$ cat config.mk
export PLATFORM = sky130hd
export DESIGN_NAME = rr_mux_arb_flat
export DESIGN_NICKNAME = d
export VERILOG_FILES = /design/src/rtl/rr_mux_arb_pkg.sv /design/src/rtl/rr_mux_arb_if.sv /design/src/rtl/rr_mux_arb_arbiter.sv /design/src/rtl/rr_mux_arb.sv /design/src/flat_wrapper.sv
export SDC_FILE = /design/constraint.sdc
export NUM_CORES = 1
export LEC_CHECK = 0
export CORE_ASPECT_RATIO = 1.5
export CORE_MARGIN = 3
export CORE_UTILIZATION = 40
export CTS_CLUSTER_DIAMETER = 50
export DETAILED_ROUTE_END_ITERATION = 10
export PLACE_DENSITY_LB_ADDON = 0.15
export RECOVER_POWER = 50
export SYNTH_ARGS = -nofsm -noshare
export SYNTH_HDL_FRONTEND = slang
export SYNTH_SLANG_ARGS = --single-unit
$ cat constraint.sdc
create_clock -name clk -period 3.2 [get_ports clk]
set_input_delay 0.64 -clock clk [delete_from_list [all_inputs] [get_ports clk]]
set_output_delay 0.64 -clock clk [all_outputs]
set_load 0.02 [all_outputs]
$ cat src/rtl/rr_mux_arb_pkg.sv
// rr_mux_pkg: arbitration mode constants and the rotating-priority pick helper
// shared by the arbiter. The helper works on a fixed 16-bit vector (the channel
// count ceiling); callers zero-extend their channel vectors into it.
package rr_mux_pkg;

   localparam int ARB_FIXED = 0;
   localparam int ARB_RR    = 1;
   localparam int MAX_CH    = 16;

   // First set bit of valid at or above ptr, wrapping modulo n; one-hot or zero.
   function automatic logic [MAX_CH-1:0] rr_pick(input logic [MAX_CH-1:0] valid,
                                                  input logic [3:0]        ptr,
                                                  input logic [4:0]        n);
      logic [MAX_CH-1:0] g;
      logic              found;
      logic [4:0]        idx;
      g     = '0;
      found = 1'b0;
      for (int i = 0; i < MAX_CH; i++) begin
         idx = {1'b0, ptr} + 5'(i);
         if (idx >= n) idx = idx - n;
         if ((5'(i) < n) && !found && valid[idx[3:0]]) begin
            g[idx[3:0]] = 1'b1;
            found       = 1'b1;
         end
      end
      return g;
   endfunction

endpackage

$ cat src/rtl/rr_mux_arb_if.sv
// rr_mux_arb_if: N_CH producer channels plus one registered output stage.
// master = producer/consumer side (testbench or surrounding logic),
// slave  = the arbitrating mux itself.
interface rr_mux_arb_if #(
   parameter  int N_CH   = 4,
   parameter  int DATA_W = 8,
   localparam int SEL_W  = $clog2(N_CH)
);
   logic [N_CH*DATA_W-1:0] in_data;
   logic [N_CH-1:0]        in_valid;
   logic [N_CH-1:0]        in_last;
   logic [N_CH-1:0]        in_ready;
   logic [DATA_W-1:0]      out_data;
   logic [SEL_W-1:0]       out_sel;
   logic                   out_last;
   logic                   out_valid;
   logic                   out_ready;

   modport master (
      output in_data, in_valid, in_last, out_ready,
      input  in_ready, out_data, out_sel, out_last, out_valid
   );

   modport slave (
      input  in_data, in_valid, in_last, out_ready,
      output in_ready, out_data, out_sel, out_last, out_valid
   );
endinterface

$ cat src/rtl/rr_mux_arb_arbiter.sv
// rr_arbiter: grant logic plus round-robin pointer and optional packet lock.
// Define RR_MUX_PKT_LOCK_EN to keep a channel granted until its last beat.
module rr_arbiter
   import rr_mux_pkg::*;
#(
   parameter  int N_CH     = 4,
   parameter  int ARB_MODE = ARB_RR,
   localparam int SEL_W    = $clog2(N_CH)
) (
   input  logic             clk,
   input  logic             rst,
   input  logic [N_CH-1:0]  valid,
   input  logic [N_CH-1:0]  last,
   input  logic             take,     // a beat moved from gnt_idx this cycle
   output logic [N_CH-1:0]  gnt,
   output logic [SEL_W-1:0] gnt_idx
);

   logic [SEL_W-1:0]  rr_ptr;
   logic [N_CH-1:0]   elig;
   logic              adv;
   logic [MAX_CH-1:0] elig_w;
   logic [MAX_CH-1:0] pick_w;
   logic [3:0]        ptr_w;
   logic              unused_pick;

`ifdef RR_MUX_PKT_LOCK_EN
   logic             lock;
   logic [SEL_W-1:0] lock_ch;

   // while a packet is open only its channel may compete
   always_comb begin
      elig = valid;
      if (lock) elig = valid & (N_CH'(1) << lock_ch);
   end

   // pointer moves only once the packet is complete
   assign adv = take && last[gnt_idx];

   // open a packet on a non-last beat, close it on the last beat
   always_ff @(posedge clk) begin
      if (rst) begin
         lock    <= 1'b0;
         lock_ch <= '0;
      end else if (take) begin
         lock    <= !last[gnt_idx];
         lock_ch <= gnt_idx;
      end
   end
`else
   logic unused_last;
   assign unused_last = ^last;
   assign elig        = valid;
   assign adv         = take;
`endif

   // rotating (or fixed, ptr pinned to 0) pick over eligible channels
   always_comb begin
      elig_w              = '0;
      elig_w[N_CH-1:0]    = elig;
      ptr_w               = '0;
      if (ARB_MODE == ARB_RR) ptr_w[SEL_W-1:0] = rr_ptr;
      pick_w              = rr_pick(elig_w, ptr_w, 5'(N_CH));
      gnt                 = pick_w[N_CH-1:0];
   end
   assign unused_pick = &{1'b0, pick_w};

   // one-hot grant to channel index
   always_comb begin
      gnt_idx = '0;
      for (int i = 0; i < N_CH; i++)
         if (gnt[i]) gnt_idx = SEL_W'(i);
   end

   // next search starts just past the channel that was served
   always_ff @(posedge clk) begin
      if (rst)
         rr_ptr <= '0;
      else if ((ARB_MODE == ARB_RR) && adv)
         rr_ptr <= (gnt_idx == SEL_W'(N_CH-1)) ? '0 : gnt_idx + 1'b1;
   end

endmodule

$ cat src/rtl/rr_mux_arb.sv
// rr_mux_arb: N-channel arbitrated mux with a registered valid/ready output.
// Optional packet lock is enabled by defining RR_MUX_PKT_LOCK_EN.
module rr_mux_arb
   import rr_mux_pkg::*;
#(
   parameter  int N_CH     = 4,
   parameter  int DATA_W   = 8,
   parameter  int ARB_MODE = ARB_RR,
   localparam int SEL_W    = $clog2(N_CH)
) (
   input  logic         clk,
   input  logic         rst,
   rr_mux_arb_if.slave  bus
);

   logic             load;
   logic             take;
   logic [N_CH-1:0]  gnt;
   logic [SEL_W-1:0] gnt_idx;

   // output register can accept when empty or being drained; nothing during reset
   assign load         = !rst && (!bus.out_valid || bus.out_ready);
   assign bus.in_ready = load ? gnt : '0;
   assign take         = |(bus.in_valid & bus.in_ready);

   rr_arbiter #(
      .N_CH     (N_CH),
      .ARB_MODE (ARB_MODE)
   ) u_arb (
      .clk     (clk),
      .rst     (rst),
      .valid   (bus.in_valid),
      .last    (bus.in_last),
      .take    (take),
      .gnt     (gnt),
      .gnt_idx (gnt_idx)
   );

   // output stage: reload on transfer, drop valid on an empty load, else hold
   always_ff @(posedge clk) begin
      if (rst) begin
         bus.out_valid <= 1'b0;
         bus.out_data  <= '0;
         bus.out_sel   <= '0;
         bus.out_last  <= 1'b0;
      end else if (load) begin
         if (take) begin
            bus.out_valid <= 1'b1;
            bus.out_data  <= bus.in_data[gnt_idx*DATA_W +: DATA_W];
            bus.out_sel   <= gnt_idx;
            bus.out_last  <= bus.in_last[gnt_idx];
         end else begin
            bus.out_valid <= 1'b0;
         end
      end
   end

endmodule
$ cat src/flat_wrapper.sv
// flat-port wrapper written by rule: the top's interface ports become plain ports
module rr_mux_arb_flat import rr_mux_pkg::*;
#(
   parameter  int N_CH     = 4,
   parameter  int DATA_W   = 8,
   parameter  int ARB_MODE = ARB_RR,
   localparam int SEL_W    = $clog2(N_CH)
)
  (clk, rst, bus_in_data, bus_in_valid, bus_in_last, bus_out_ready, bus_in_ready, bus_out_data, bus_out_sel, bus_out_last, bus_out_valid);
  rr_mux_arb_if #(.N_CH(N_CH), .DATA_W(DATA_W)) bus_i ();
  input  logic clk;
  input  logic rst;
  input wire logic [$bits(bus_i.in_data)-1:0] bus_in_data;
  input wire logic [$bits(bus_i.in_valid)-1:0] bus_in_valid;
  input wire logic [$bits(bus_i.in_last)-1:0] bus_in_last;
  input wire logic [$bits(bus_i.out_ready)-1:0] bus_out_ready;
  output wire logic [$bits(bus_i.in_ready)-1:0] bus_in_ready;
  output wire logic [$bits(bus_i.out_data)-1:0] bus_out_data;
  output wire logic [$bits(bus_i.out_sel)-1:0] bus_out_sel;
  output wire logic [$bits(bus_i.out_last)-1:0] bus_out_last;
  output wire logic [$bits(bus_i.out_valid)-1:0] bus_out_valid;
  assign bus_i.in_data = bus_in_data;
  assign bus_i.in_valid = bus_in_valid;
  assign bus_i.in_last = bus_in_last;
  assign bus_i.out_ready = bus_out_ready;
  assign bus_in_ready = bus_i.in_ready;
  assign bus_out_data = bus_i.out_data;
  assign bus_out_sel = bus_i.out_sel;
  assign bus_out_last = bus_i.out_last;
  assign bus_out_valid = bus_i.out_valid;
  rr_mux_arb #(.N_CH(N_CH), .DATA_W(DATA_W), .ARB_MODE(ARB_MODE)) u_core (.clk(clk), .rst(rst), .bus(bus_i));
endmodule
After elaboration in Yosys (flattened, before gate mapping)
Index checks and enable logic that the tools add are counted.
{ "word_totals": {"reg_bits": 14, "in_bits": 43, "wordCells": 83} }
{ "op_classes": {"add_sub_neg": 8, "magnitude_cmp": 13, "n_eq_ne": 1, "shift": 1, "n_mux": 35, "bitwise": 4, "reduce_logical": 16} }
{ "op_table": {"columns": ["operator", "n"], "rows": [
  ["4-bit 2-to-1 mux", 9],
  ["32-bit by 6-bit indexed part select with 8-bit output", 1],
  ["4-bit by 5-bit < comparator with 1-bit output, second input constant", 4],
  ["1-bit binary-select mux with 4-bit select", 4],
  ["1-bit demux with 4-bit select", 4],
  ["4-bit by 1-bit greater-or-equal comparator with 1-bit output, second input constant", 4],
  ["1-bit 2-to-1 mux", 14],
  ["4-bit bitwise OR", 3],
  ["3-bit by 3-bit subtractor with 4-bit output, second input constant", 3],
  ["3-bit greater-or-equal comparator, second input constant", 3],
  ["1-bit logical AND", 8],
  ["2-bit by 2-bit adder with 3-bit output, second input constant", 2],
  ["2-bit 2-to-1 mux", 3],
  ["1-bit logical NOT", 5],
  ["4-bit AND", 1],
  ["4-bit OR reduction", 1],
  ["2-bit by 3-bit subtractor with 4-bit output, second input constant", 1],
  ["2-bit by 1-bit adder with 3-bit output, second input constant", 1],
  ["2-bit by 3-bit greater-or-equal comparator with 1-bit output, second input constant", 1],
  ["2-bit by 3-bit < comparator with 1-bit output, second input constant", 1],
  ["2-bit by 1-bit adder with 2-bit output, second input constant", 1],
  ["1-bit binary-select mux with 2-bit select", 1],
  ["2-bit equality test, second input constant", 1],
  ["2-bit AND reduction", 1],
  ["1-bit logical OR", 1]
]} }

Logic depth before layout (Yosys ltp)
Gate-level depths: netlist of the first run.
{ "depth": {"depth_word": 19, "mapped_depth": 11, "mapped_depth_nobuf": 10} }

By module
A second synthesis of the first run with hierarchy kept.
{ "hier_totals": {"hier_cells": 133, "hier_area_um2": 1282.5} }
{ "modules_own_cells": {"columns": ["module", "instances", "cells_each", "area_each_um2", "seq_area_each_um2"], "rows": [
  ["rr_mux_arb", 1, 80, 820.8, 240.2],
  ["rr_arbiter", 1, 53, 461.7, 40.0]
]} }

Worst setup path after synthesis of the first run
No wires, ideal clock.
{ "synth_timing": {"path_type": "register -> output", "from": "reg u_core.u_arb.rr_ptr[0]", "to": "out bus_in_ready[1]", "t_arrival_ns": 2.310, "required_ns": 2.560, "setup_slack_ns": 0.250, "path_stages_with_launch": 10, "path_buffers": 1, "path_cell_list": "dfxtp_1 > inv_1 > ha_1 > nor2_1 > nor4_1 > o2111a_1 > a22o_1 > or2_4 > buf_6 > nor2b_1"} }
{ "synth_between": {"elab_chain_len": 15} }
{ "synth_lines": {"columns": ["item", "line_no", "source"], "rows": [
  ["start, declared", "rr_mux_arb_arbiter.sv:19", "logic [SEL_W-1:0] rr_ptr;"],
  ["start signal, assigned", "rr_mux_arb_arbiter.sv:80", "rr_ptr <= (gnt_idx == SEL_W'(N_CH-1)) ? '0 : gnt_idx + 1'b1;"],
  ["parallel branches: the longest is 13 deep, another holds 4-bit by 5-bit < comparator with 1-bit output", null, null],
  ["4-bit 2-to-1 mux (*)", "rr_mux_arb_pkg.sv:22", "if ((5'(i) < n) && !found && valid[idx[3:0]]) begin"],
  ["4-bit 2-to-1 mux (*)", "rr_mux_arb.sv:23", "assign bus.in_ready = load ? gnt : '0;"],
  ["end, declared", "flat_wrapper.sv:17", "output wire logic [$bits(bus_i.in_ready)-1:0] bus_in_ready;"]
]} }
Mark *: on every way between the ends. The select of a mux whose other input is x is not followed.

Worst setup path in the final report of the first run
{ "layout_timing": {"from": "in bus_in_valid[0]", "to": "out bus_in_ready[1]"} }
{ "layout_between": {"elab_chain_len": 13} }
{ "layout_lines": {"columns": ["item", "line_no", "source"], "rows": [
  ["start, declared", "flat_wrapper.sv:14", "input wire logic [$bits(bus_i.in_valid)-1:0] bus_in_valid;"],
  ["1-bit binary-select mux with 4-bit select", "rr_mux_arb_pkg.sv:22", null],
  ["1-bit 2-to-1 mux (implied by the code)", "rr_mux_arb_pkg.sv:22", null],
  ["1-bit 2-to-1 mux", "rr_mux_arb_pkg.sv:22", null],
  ["1-bit logical NOT", "rr_mux_arb_pkg.sv:22", null],
  ["1-bit logical AND", "rr_mux_arb_pkg.sv:22", null],
  ["1-bit 2-to-1 mux", "rr_mux_arb_pkg.sv:22", null],
  ["1-bit logical NOT", "rr_mux_arb_pkg.sv:22", null],
  ["1-bit logical AND", "rr_mux_arb_pkg.sv:22", null],
  ["1-bit 2-to-1 mux", "rr_mux_arb_pkg.sv:22", null],
  ["1-bit logical NOT", "rr_mux_arb_pkg.sv:22", null],
  ["1-bit logical AND", "rr_mux_arb_pkg.sv:22", null],
  ["4-bit 2-to-1 mux (*)", "rr_mux_arb_pkg.sv:22", null],
  ["4-bit 2-to-1 mux (*)", "rr_mux_arb.sv:23", null]
]} }
Mark *: on every way between the ends. The rest lies on a longest branch, timed or not. The select of a mux whose other input is x is not followed.

==> results of run 1 <==
==> report_power, final <==
group          switching [W]  internal [W]  total, W
combinational       0.000704      0.000773   0.00148
sequential         0.0000407      0.000251  0.000292
clock              0.0000657      0.000109  0.000175
total               0.000810       0.00113   0.00194
==> what timing repair did <==
item	in CTS	in global routing
resized for setup	18	12
endpoints found under the hold margin	0	0
setup endpoints to repair	15	10
pin swaps	0	1
==> state kept, by name, summed over array words and instances, names as in the netlist <==
signal and flops:
u_core.bus.out_data 8, u_core.u_arb.rr_ptr 2, u_core.bus.out_last 1, u_core.bus.out_valid 1
u_core.bus.out_sel 2
==> metrics by stage <==
stage	power, W	cell area, sq um	utilization [%]
6_report	0.00194	2190	72.2
4_1_cts	0.00197	2200	72.5
5_1_grt	0.00209	2190	72.2
2_1_floorplan	0.00118	1310	-
3_5_place_dp	0.00180	2160	71.2
3_3_place_gp	0.00177	2160	71.2
==> area by class of cell <==
cell class	instances	area (sq um)	share of cell area, %
Multi-Input combinational cell	108	982	44.9
Timing Repair Buffer	90	800	36.5
Sequential cell	14	280	12.8
Clock buffer	4	55.1	2.52
Tap cell	39	48.8	2.23
Inverter	6	22.5	1.03
==> Yosys cell counts (2+ instances only) <==
cell,instances
clkbuf_1,2
mux2i_1,10
buf_6,2
nand2b_1,11
o21ai_0,3
inv_1,6
nor4_1,2
a22o_1,6
ha_1,7
nor2_1,10
mux2_4,7
o31ai_2,2
a221oi_1,8
mux2_2,3
nor2b_1,5
a21oi_1,3
and2_1,9
dfxtp_1,14
==> worst min-delay path, cell delays in order (launching register included) <==
cell,delay (ns)
dfxtp_1,0.31
nand2b_1,0.06
mux2i_1,0.06
==> cells by family (layout without fill, tap and decap cells) <==
family	Yosys count	after routing	share of synthesized area, %
adders and majority gates	7	7	6.69
buffers and inverters	10	100	4.02
AOI/OAI and AO/OA	32	32	24.1
muxes	22	22	22.0
DFF	14	14	21.4
and+or+nand+nor	47	47	21.8
==> layer usage <==
metal	track usage (%)	routed length, microns
met1	19.6	1320
met2	42.5	2270
met3	4.70	280
met5	0	0
met4	10.2	139
==> worst max-delay path by stage <==
stage                                      start               endpoint  slack [ns]  depth (start not counted)
after global routing      u_core.u_arb.rr_ptr[1]  u_core.bus.out_sel[0]        0.02                         13
after floorplan           u_core.u_arb.rr_ptr[0]        bus_in_ready[1]        0.25                          9
after global placement           bus_in_valid[1]        bus_in_ready[1]       -0.56                          8
after detailed placement         bus_in_valid[0]        bus_in_ready[1]       -0.59                          8
final                            bus_in_valid[0]        bus_in_ready[1]        0.20                          8
after CTS                        bus_in_valid[0]        bus_in_ready[1]        0.01                          8
==> flow_summary.yaml, run 1 <==
outcome:
  status: "finished clean"
worst_setup_path:
  r2r_start: "u_core.u_arb.rr_ptr[1]"
  slowest_delay_ns: 0.47
  critPathArrivalTime_ns: 2.36
  worst-path-buf-inv: 2
  regToRegEndpoint: "u_core.bus.out_data[5]"
  path_class: "input port to output port"
  rr_worst_depth: 10
  cp-start-kind: "input port"
  critPathMostFrequentCell: "nor2b_1"
  crit_family: "simple AND/OR/NAND/NOR gates"
  cp-end-kind: "output port"
  crit_path_max_fanout: 6
  crit_slowest_cell: "mux4_2"
  crit_chain: "clkbuf_2 > nor2b_1 > mux4_2 > and3_4 > a22o_1 > or2_4 > nor2b_1 > buf_4"
  reg2reg_slack_ns: 0.35
  cp_data_required_time_ns: 2.56
logic_synthesis:
  synth_edf_count: 0
  synthTopCellsByArea: "dfxtp_1 21%, mux2_4 8.0%, mux2i_1 7.6%, ha_1 6.7%, a221oi_1 5.4%"
  syn-cell-area_sq_um: 1310
  synth_cell_types: 40
  synth_fp_nets: 182
  synth_ff_type: "dfxtp_1"
  avgSynthCellArea_sq_um: 9.91
  async_flop_share_pct: 0
  synth-seq-cells: 14
  synth_top_cell_area_share_pct: 21.4
  yosys.area.top_type: "dfxtp_1"
  netlist_instances: 132
  yosysSeqAreaShare_pct: 21.4
  ys_warn_count: 0
cts:
  worstSkewPairLatency_ns: 0.25
  clk_pin_slew_ns: 0.06
  cts_inserted_buffers: 3
  cts_tree: "built"
  cts_root_buf: "clkbuf_8"
  clock_sinks: 14
  cts_setup_buffers: 0
  clockBufferDepth: 2
  holdBufCountCts: 0
  htreeDepth: 1
global_route:
  grt_use_total_pct: 21.9
  grt_remaining_overflow: 0
  grt_pass1_vias: 1580
  grt_max_degree: 15
  antenna_found_initial: 0
  grt_pass1_wl_microns: 6710
timing:
  timing.fmax_mhz: 333
  period_share_pct: 93.8
  hold_violations: 0
  timing.final.crit_period_ns: 3.00
  finalSetupViolCount: 0
  setup_ws_ns: 0.199
  drv_slew: 0
  tightestPinTransition_ns: 0.383
  fin_skew_ns: 0.00503
  whs_ns: 0.478
  fin_tns_setup_ns: 0
  maxSlewHeadroom_pct: 74.3
  rsz0062_at_grt: "no"
pwr:
  p_leak_nw: 0.942
  ir_drop_mv: 0.523
  power-per-cell-area_nw_per_um2: 888
final_layout:
  final_common_cell: "clkdlybuf4s50_1"
  nets: 273
  fin_cells: 261
  syn2layout_area_growth_pct: 67.2
  fill_cells: 245
  diodes: 0
  most-common-layout-cells: "38 x clkdlybuf4s50_1, 32 x buf_4, 14 x dfxtp_1, 12 x dlygate4sd3_1, 11 x nand2b_1"
  drive_above_1_share_pct: 31.5
floorplan:
  ioPinCount: 59
  start_util_pct: 43.2
  fp.dieH_microns: 76.1
  dieArea_sq_um: 4010
  core-area_sq_um: 3030
  rows: 24
  die_w_microns: 52.7
min_path:
  worstHoldEndpoint: "u_core.bus.out_data[5]"
  min-delay-start: "u_core.bus.out_data[5]"
  hold_path_class: "register to register"
  whs_path_depth: 2
route:
  wl_microns: 4000
  route.detailed.drc: 0
  drtAntennaViolNets: 0
  routed_via_density: 5.46
  drtIter0Drc: 15
  num_vias: 1425
  first_pass_iters: 5
  wl_per_cell_microns: 15.3
flow_run:
  maxCapViolations: 0
placement:
  hpwlAfterDp_microns: 3410
  io_buffers: 58
  gp_congestion: 0.745
  dp_cells: 257
  pre_cts_slack_ns: -0.594
Power figures use the tool's default switching activity.
==> run 2: changes to the inputs <==
--- a/config.mk
+++ b/config.mk
@@ -8,6 +8,7 @@
 export CORE_ASPECT_RATIO = 1.5
 export CORE_MARGIN = 3
 export CORE_UTILIZATION = 40
+export CTS_BUF_LIST = sky130_fd_sc_hd__clkbuf_4 sky130_fd_sc_hd__clkbuf_8
 export CTS_CLUSTER_DIAMETER = 50
 export DETAILED_ROUTE_END_ITERATION = 10
 export PLACE_DENSITY_LB_ADDON = 0.15
==> results of run 2 <==
Final layout, timing and power as in run 1 (identical DEF).
==> RTL edit (flow settings as in run 2) <==
`N_CH` is set to 4 in 4 places; all go to 8.
--- a/src/rtl/rr_mux_arb_if.sv
+++ b/src/rtl/rr_mux_arb_if.sv
@@ -2,7 +2,7 @@
 // master = producer/consumer side (testbench or surrounding logic),
 // slave  = the arbitrating mux itself.
 interface rr_mux_arb_if #(
-   parameter  int N_CH   = 4,
+   parameter  int N_CH   = 8,
    parameter  int DATA_W = 8,
    localparam int SEL_W  = $clog2(N_CH)
 );
--- a/src/rtl/rr_mux_arb_arbiter.sv
+++ b/src/rtl/rr_mux_arb_arbiter.sv
@@ -3,7 +3,7 @@
 module rr_arbiter
    import rr_mux_pkg::*;
 #(
-   parameter  int N_CH     = 4,
+   parameter  int N_CH     = 8,
    parameter  int ARB_MODE = ARB_RR,
    localparam int SEL_W    = $clog2(N_CH)
 ) (
--- a/src/rtl/rr_mux_arb.sv
+++ b/src/rtl/rr_mux_arb.sv
@@ -3,7 +3,7 @@
 module rr_mux_arb
    import rr_mux_pkg::*;
 #(
-   parameter  int N_CH     = 4,
+   parameter  int N_CH     = 8,
    parameter  int DATA_W   = 8,
    parameter  int ARB_MODE = ARB_RR,
    localparam int SEL_W    = $clog2(N_CH)
--- a/src/flat_wrapper.sv
+++ b/src/flat_wrapper.sv
@@ -1,7 +1,7 @@
 // flat-port wrapper written by rule: the top's interface ports become plain ports
 module rr_mux_arb_flat import rr_mux_pkg::*;
 #(
-   parameter  int N_CH     = 4,
+   parameter  int N_CH     = 8,
    parameter  int DATA_W   = 8,
    parameter  int ARB_MODE = ARB_RR,
    localparam int SEL_W    = $clog2(N_CH)
Ports: changed (5 resized); port bits go from 59 to 104. The function was not compared with the original's and may differ.
==> RTL edit against run 2 <==
- the flow now finishes with violations (negative setup slack)
- first-iteration DRC count grew to 11 times the old value
- sequential power hardly changed
- worst setup slack worse by 1000 ps
- cell count grew to 2.5 times the old value
- area after synthesis is 130% higher
- wire length grew to 3.3 times the old value
- fmax is 25% lower
- global-route usage is 6.8 points higher
- sequential cell count is 2 higher
- die area is 120% higher
- total power grew to 2.6 times the old value
- clock skew is 3.9 ps lower
- design area grew to 2.6 times the old value
- worst hold slack better by 22 ps
- critical path type is now in -> reg
- critical endpoint is now u_core.bus.out_last$_SDFFE_PP0P_
==> RTL edit: results (changes against run 2) <==
| Metric | Value |
|---|---|
| Layout non-clock buf frac | `36.2% (was 36.5%)` |
| Fraction of layout cells with a size suffix above 1 | `43.3% (was 31.5%)` |
| # fillers | `542 (was 245)` |
| Largest net degree at the start of global routing | `18 (was 15)` |
| Crit Path Max Fanout | `8 (was 6)` |
| #MultiIn Comb | `304 (was 108)` |
| Worst Skew | `1.15 ps (was 5.03 ps)` |
| R2r setup slk | `-770 ps (was 350 ps)` |
| Inverter count | `8 (was 6)` |
| Inst Count DP | `620 (was 257)` |
| Dpl hpwl | `10000 µm (was 3410 µm)` |
| Power Density | `912 nW/µm² (was 888 nW/µm²)` |
| Worst slack at placement | `-1370 ps (was -594 ps)` |
| Seq/total area | `5.84% (was 12.8%)` |
| Die area | `8730 µm² (was 4010 µm²)` |
| Reg power frac | `5.7% (was 15.0%)` |
| Syn Area/Cell | `8.69 µm² (was 9.91 µm²)` |
| Crit path max-delay family | `compound AO/OA/AOI/OAI gates (was simple AND/OR/NAND/NOR gates)` |
| Final core area utilization | `76.6% (was 72.2%)` |
| Vias per inst | `5.75 (was 5.46)` |
| Static leakage | `2.33 nW (was 0.942 nW)` |
| Synth area leaders | `dfxtp_1 11%, mux2i_1 9.2%, ha_1 7.4% (was dfxtp_1 21%, mux2_4 8.0%, mux2i_1 7.6%)` |
| Critical path origin | `bus_in_valid[7] (was bus_in_valid[0])` |
| Status | `complete, but fails checks (was finished clean)` |
| Routability cong. | `0.951 (was 0.745)` |
| Peak supply drop | `662 µV (was 523 µV)` |
| Synth Area in Adders | `7.39% (was 6.69%)` |
| Number of global-route vias before repair | `3877 (was 1580)` |
| Post-synthesis mux area share | `25.9% (was 22.0%)` |
| Most common cell in the netlist | `nor2_1 (was dfxtp_1)` |
| Crit Path Category | `in -> reg (was in -> out)` |
| Post-route worst setup slack | `-803 ps (was 199 ps)` |
| Final WL | `13100 µm (was 4000 µm)` |
| Synth unique cells | `70 (was 40)` |
| CP Data Arrival Time | `4130 ps (was 2360 ps)` |
| Seq/Total Area, Yosys | `10.5% (was 21.4%)` |
| Min-Delay Endpoint | `u_core.bus.out_data[1]$_SDFFE_PP0P_ (was u_core.bus.out_data[5]$_SDFFE_PP0P_)` |
| Clk tree area frac | `0.870% (was 2.52%)` |
| Hold Startpoint | `u_core.bus.out_data[1]$_SDFFE_PP0P_ (was u_core.bus.out_data[5]$_SDFFE_PP0P_)` |
| Failing checks | `negative setup slack` |
| First-pass GRT wire length | `19800 µm (was 6710 µm)` |
| Final Setup Violations | `24 (was 0)` |
| Commonest cells in the netlist | `37 x nor2_1, 28 x mux2i_1, 23 x nand3_1 (was 14 x dfxtp_1, 11 x nand2b_1, 10 x mux2i_1, 10 x nor2_1, 9 x and2_1)` |
| Number of clock sinks | `16 (was 14)` |
| Buffers outside the clock class | `224 (was 90)` |
| Rel. slew slack | `67.4% (was 74.3%)` |
-- RTL edit: cell count changes after synthesis, moves of 6 or more --
cell,before,now
mux2i_1,10,28
mux2_2,3,14
mux4_2,1,10
nor3b_1,1,7
nand2_1,1,18
buf_2,0,10
and2_1,9,3
nor2_1,10,37
nand3_1,1,23
a21oi_1,3,12
ha_1,7,18
-- RTL edit: repair_timing --
item,4_1_cts,5_1_grt
setup endpoints to repair,24,24
resized for setup,86,64
hold buffers,0,0
pin swaps,22,23
cloned,1,1
setup buffers,21,10
-- RTL edit: kinds of logic (layout without fill, tap and decap cells) --
logic type,Yosys count,in the layout
xor gates and xnor gates,1,1
buffers and inverters,32,236
and+or+nand+nor,129,130
muxes,61,61
AOI/OAI and AO/OA,94,94
DFF,16,16
adders and majority gates,18,18
-- RTL edit: routing by layer --
layer  share of wire [%]  vias up  GRT usage [%]
met5                   0        -              0
met4                 5.3        0           14.6
met3                 4.3       42           3.11
met2                  55      147           55.2
met1                  35     1809           30.0
li1                    -     1772              -
